==> src/rtl/uart_rx_if.sv <==
// Receiver output bundle: received byte, result strobes, status and FSM debug state.
// valid and frame_err are one-cycle strobes with no ready/backpressure; the consumer must take data the cycle valid is high.
interface uart_rx_if;
    logic [7:0] data;
    logic       valid;
    logic       frame_err;
    logic       busy;
    logic [2:0] dbg_state;

    modport master (output data, valid, frame_err, busy, dbg_state);
    modport slave  (input  data, valid, frame_err, busy, dbg_state);
endinterface

==> src/rtl/uart_rx.sv <==
// 8N1 UART receiver, LSB first, idle-high line, runtime bit period in clock cycles.
// Frames are sampled mid-bit from the start-bit edge; a low stop bit flags frame_err and waits for the line to go high.
module uart_rx #(
    parameter int CFG_W       = 32,
    parameter int SYNC_STAGES = 2
) (
    input  logic             clk,
    input  logic             rst,
    input  logic             rx,
    input  logic [CFG_W-1:0] clks_per_bit,
    uart_rx_if.master        port
);
    typedef enum logic [2:0] {
        S_IDLE  = 3'd0,
        S_START = 3'd1,
        S_DATA  = 3'd2,
        S_STOP  = 3'd3,
        S_BREAK = 3'd4
    } state_t;

    logic [SYNC_STAGES-1:0] sync_q;
    logic                   rs;

    state_t           state_q, state_d;
    logic [CFG_W-1:0] cnt_q, cnt_d;
    logic [CFG_W-1:0] cpb_q, cpb_d;
    logic [2:0]       idx_q, idx_d;
    logic [7:0]       sh_q, sh_d;
    logic [7:0]       data_q, data_d;
    logic             valid_q, valid_d;
    logic             ferr_q, ferr_d;

    logic [CFG_W-1:0] cpb_clamped;
    logic [CFG_W-1:0] half_m1;
    logic [CFG_W-1:0] full_m1;

    always_ff @(posedge clk) begin
        if (rst) sync_q <= '1;
        else     sync_q <= {sync_q[SYNC_STAGES-2:0], rx};
    end
    assign rs = sync_q[SYNC_STAGES-1];

    // Periods below 4 leave no room for a mid-bit sample, so they are clamped.
    assign cpb_clamped = (clks_per_bit < CFG_W'(4)) ? CFG_W'(4) : clks_per_bit;
    assign half_m1     = (cpb_q >> 1) - CFG_W'(1);
    assign full_m1     = cpb_q - CFG_W'(1);

    always_ff @(posedge clk) begin
        if (rst) begin
            state_q <= S_IDLE;
            cnt_q   <= '0;
            cpb_q   <= CFG_W'(4);
            idx_q   <= '0;
            sh_q    <= '0;
            data_q  <= '0;
            valid_q <= 1'b0;
            ferr_q  <= 1'b0;
        end else begin
            state_q <= state_d;
            cnt_q   <= cnt_d;
            cpb_q   <= cpb_d;
            idx_q   <= idx_d;
            sh_q    <= sh_d;
            data_q  <= data_d;
            valid_q <= valid_d;
            ferr_q  <= ferr_d;
        end
    end

    always_comb begin
        state_d = state_q;
        cnt_d   = cnt_q;
        cpb_d   = cpb_q;
        idx_d   = idx_q;
        sh_d    = sh_q;
        data_d  = data_q;
        valid_d = 1'b0;
        ferr_d  = 1'b0;
        unique case (state_q)
            S_IDLE: begin
                if (!rs) begin
                    state_d = S_START;
                    cnt_d   = '0;
                    cpb_d   = cpb_clamped;
                end
            end
            S_START: begin
                if (cnt_q == half_m1) begin
                    cnt_d   = '0;
                    idx_d   = '0;
                    state_d = rs ? S_IDLE : S_DATA;
                end else begin
                    cnt_d = cnt_q + CFG_W'(1);
                end
            end
            S_DATA: begin
                if (cnt_q == full_m1) begin
                    sh_d  = {rs, sh_q[7:1]};
                    cnt_d = '0;
                    idx_d = idx_q + 3'd1;
                    if (idx_q == 3'd7) state_d = S_STOP;
                end else begin
                    cnt_d = cnt_q + CFG_W'(1);
                end
            end
            S_STOP: begin
                if (cnt_q == full_m1) begin
                    cnt_d = '0;
                    if (rs) begin
                        valid_d = 1'b1;
                        data_d  = sh_q;
                        state_d = S_IDLE;
                    end else begin
                        ferr_d  = 1'b1;
                        state_d = S_BREAK;
                    end
                end else begin
                    cnt_d = cnt_q + CFG_W'(1);
                end
            end
            S_BREAK: begin
                if (rs) state_d = S_IDLE;
            end
            default: state_d = S_IDLE;
        endcase
    end

    assign port.data      = data_q;
    assign port.valid     = valid_q;
    assign port.frame_err = ferr_q;
    assign port.busy      = (state_q != S_IDLE);
    assign port.dbg_state = state_q;
endmodule

==> src/flat_wrapper.sv <==
// flat-port wrapper written by rule: the top's interface ports become plain ports
module uart_rx_flat 
#(
    parameter int CFG_W       = 32,
    parameter int SYNC_STAGES = 2
)
  (clk, rst, rx, clks_per_bit, port_data, port_valid, port_frame_err, port_busy, port_dbg_state);
  uart_rx_if port_i ();
  input  logic clk;
  input  logic rst;
  input  logic rx;
  input  logic [CFG_W-1:0] clks_per_bit;
  output wire logic [$bits(port_i.data)-1:0] port_data;
  output wire logic [$bits(port_i.valid)-1:0] port_valid;
  output wire logic [$bits(port_i.frame_err)-1:0] port_frame_err;
  output wire logic [$bits(port_i.busy)-1:0] port_busy;
  output wire logic [$bits(port_i.dbg_state)-1:0] port_dbg_state;
  assign port_data = port_i.data;
  assign port_valid = port_i.valid;
  assign port_frame_err = port_i.frame_err;
  assign port_busy = port_i.busy;
  assign port_dbg_state = port_i.dbg_state;
  uart_rx #(.CFG_W(CFG_W), .SYNC_STAGES(SYNC_STAGES)) u_core (.clk(clk), .rst(rst), .rx(rx), .clks_per_bit(clks_per_bit), .port(port_i));
endmodule
==> config.mk <==
export PLATFORM = sky130hd
export DESIGN_NAME = uart_rx_flat
export DESIGN_NICKNAME = d
export VERILOG_FILES = /design/src/rtl/uart_rx_if.sv /design/src/rtl/uart_rx.sv /design/src/flat_wrapper.sv
export SDC_FILE = /design/constraint.sdc
export NUM_CORES = 1
export LEC_CHECK = 0
export BUFFER_PORTS_ARGS = -buffer_cell sky130_fd_sc_hd__buf_2
export CAP_MARGIN = 20
export CORE_ASPECT_RATIO = 0.8
export CORE_MARGIN = 2
export CORE_UTILIZATION = 55
export DETAILED_ROUTE_END_ITERATION = 8
export PLACE_DENSITY = 0.84
export SKIP_CTS_REPAIR_TIMING = 1
export SYNTH_ARGS = -nofsm -noshare
export SYNTH_HDL_FRONTEND = slang
export SYNTH_SLANG_ARGS = --single-unit
==> constraint.sdc <==
create_clock -name clk -period 3.7 [get_ports clk]
set_input_delay 0.74 -clock clk [delete_from_list [all_inputs] [get_ports clk]]
set_output_delay 0.74 -clock clk [all_outputs]
set_load 0.005 [all_outputs]
==> run summary <==
Synth area leaders - dfxtp_1, xnor2_1, nand2_1
Crit path max fanout - 5
Total CTS buffers - 9
Compound-cell area share of the yosys netlist - 15.2%
Die footprint - 12200 sq um
Unrepaired setup endpoints after global routing - false
Reg area - 1800 sq um
Clk sink count - 90
Slowest-stage cell, CP - or4_1
Worst min path class - reg -> reg
DP HPWL - 13.0 mm
Crit-path max cell delay - 0.60 ns
Number of enable flip-flop cells after synthesis - 0
Synthesized area - 6220 sq um
Setup tns final - 0 ns
Vias in the first global route - 5261
I/O Buffers - 48
Most used cell, CP - or2_1
Critical path class - reg -> reg
Post-Syn Area per Cell - 7.68 sq um
VDD IR max - 315 uV
Synth cell count leaders - nand2_1, dfxtp_1, xnor2_1
Placement row count - 34
Crit path time final - 3.58 ns
Ys Warns - 0
Initial antenna violation count - 0
Residual DRC - 0
Post-synthesis mux area share - 3.54%
CTS Root Cell - clkbuf_16
Main combinational cell family by area after synthesis - simple AND/OR/NAND/NOR gates
Post-Synthesis Cells - 811
Total power draw - 2.30 mW
Fin crit share - 96.7%
Worst Max-Slew Pin Slew - 0.592 ns
Die H - 99.2 um
Max-cap viol count - 0
Worst EP required - 3.98 ns
Fraction of the yosys area taken by sequential cells - 28.9%
Critical path endpoint category - register
Htree depth - 3
CP top delay family - simple AND/OR/NAND/NOR gates
GRT Residual Overflow - 0
Worst-path cell chain - buf_4 -> or4_1 -> or2_1 -> nor4_2 -> xnor2_1 -> o2111a_1 -> nand4_1 -> or2_1 -> or3_1 -> a21oi_2 -> mux2i_1
CP startpoint kind - register
Fmax - 0.280 GHz
Vias - 6031
Outcome - complete, no violations
Share of the synthesized area in the top cell type - 28.9%
Detailed Routing Iterations Pass 1 - 5
Core ar. - 10900 sq um
Synth Area in XOR/XNOR - 13.5%
Most instantiated library cell after synthesis - nand2_1
Syn Nets - 851
Chip Width - 123 um
Skew final - 0.0116 ns
Total power per unit cell area - 326 nW/um^2
Post-synth cell types - 67
Initial core utilization - 56.9%
Most used DFF post-synth - dfxtp_1
Total track usage - 28.4%
First-pass GRT wire length - 27.2 mm
Syn-to-layout area delta - 13.4%
Post-DRT Antenna Nets - 0
Placer congestion estimate - 1.02
Final setup fails - 0
Avg WL per Cell - 17.1 um
TritonCTS clock tree - built
I/O pin cnt - 49
Slew HR - 60.2%
# diodes - 0
Share of layout cells above drive strength 1 - 17.8%
Synth Area in Adders - 1.01%
Via/cell ratio - 6.03
Initial DRC count - 668
# fillers - 942
Clock Latency Late Sink - 0.35 ns
Yosys reg bits - 90
Cell taking the most area after synthesis - dfxtp_1
WL final - 17.1 mm
Final Hold Fails - 0
Crit path buffers/inverters - 1
Largest net degree at the start of global routing - 62
Nets - 891
CP Data Arrival Time - 3.86 ns
Pleak - 2.72 nW
Max clock buf depth - 2
Slew Viols, Final - 0
Multi-input gate area - 4080 sq um
Async SR Flop Fraction - 0%
Simple-Gate Fraction of Synth Area - 31.6%
Clk slew on worst S/H paths - 0.07 ns
-- logic make-up after synthesis --
group | after synthesis
DFF | 90
and+or+nand+nor | 366
adders and majority gates | 5
xor gates and xnor gates | 96
AOI/OAI and AO/OA | 146
muxes | 22
buffers and inverters | 86
-- registers in the layout, summed over array words and instances, names as in the netlist --
register               cells
u_core.sh_q                8
u_core.cnt_q              32
u_core.port.dbg_state      3
u_core.sync_q              2
u_core.idx_q               3
u_core.port.data           8
u_core.port.frame_err      1
u_core.port.valid          1
u_core.cpb_q              32
-- where the power goes --
group	internal, mW	total [mW]	switching [mW]
Clock	0.476	0.903	0.427
Sequential	0.982	1.01	0.0308
Combinational	0.174	0.388	0.214
Total	1.63	2.30	0.672
-- layer usage --
layer	wire, um	part of all wire [%]	global-route usage (%)	vias to the layer above
met5	0	0	0	-
met2	7080	41	39.7	276
li1	-	-	-	2940
met4	295	1.7	7.60	0
met1	8040	47	43.7	2783
met3	1710	10	5.91	32
-- final timing paths --
path	startpoint	cells after the start	endpoint	slack (ns)
worst max-delay path	u_core.cpb_q[1]	11	u_core.idx_q[0]	0.12
worst min-delay path	u_core.sync_q[0]	1	u_core.sync_q[1]	0.41
worst max register to register	u_core.cpb_q[1]	11	u_core.idx_q[0]	0.12
worst min register to register	u_core.sync_q[0]	1	u_core.sync_q[1]	0.41
-- cell usage in the layout (no fill, tap or decap), drive strengths merged, types with 4 or more instances in the layout --
cell type  instances
nand2b            16
a21oi             51
mux2i             22
or4                8
o21ai             18
or3               11
nor2              72
a21o               6
a22o               6
clkbuf             9
ha                 5
a22oi              5
nand3             40
xnor2             76
o211ai             5
inv               18
a41oi              6
nor4              33
or2               12
dfxtp             90
nand4             18
a31oi             21
nand2            107
xor2              20
buf              101
nor3              22
and3               8
o21a               4
-- final cells by class --
class	instances	area share, %
clock inverters	7	0.957
flip-flops and latches	90	25.5
multi-input cells	636	57.8
inverters	13	0.691
clock buffers	9	3.19
well taps	144	2.55
repair buffers	101	9.32
-- through the flow --
step                      utilization (%)  instances  hold slack [ns]  worst slack (ns)  area, sq um
final                                64.6       1000            0.411             0.122         7060
after global routing                 64.6       1000            0.434            0.0156         7060
after CTS                            63.7        992            0.411            0.0504         6960
after detailed placement             61.0        976            0.394            0.0739         6670
after global placement               61.0        976            0.391             0.101         6670
after floorplan                         -        811            0.389             0.190         6220
Power figures use the tool's default switching activity.
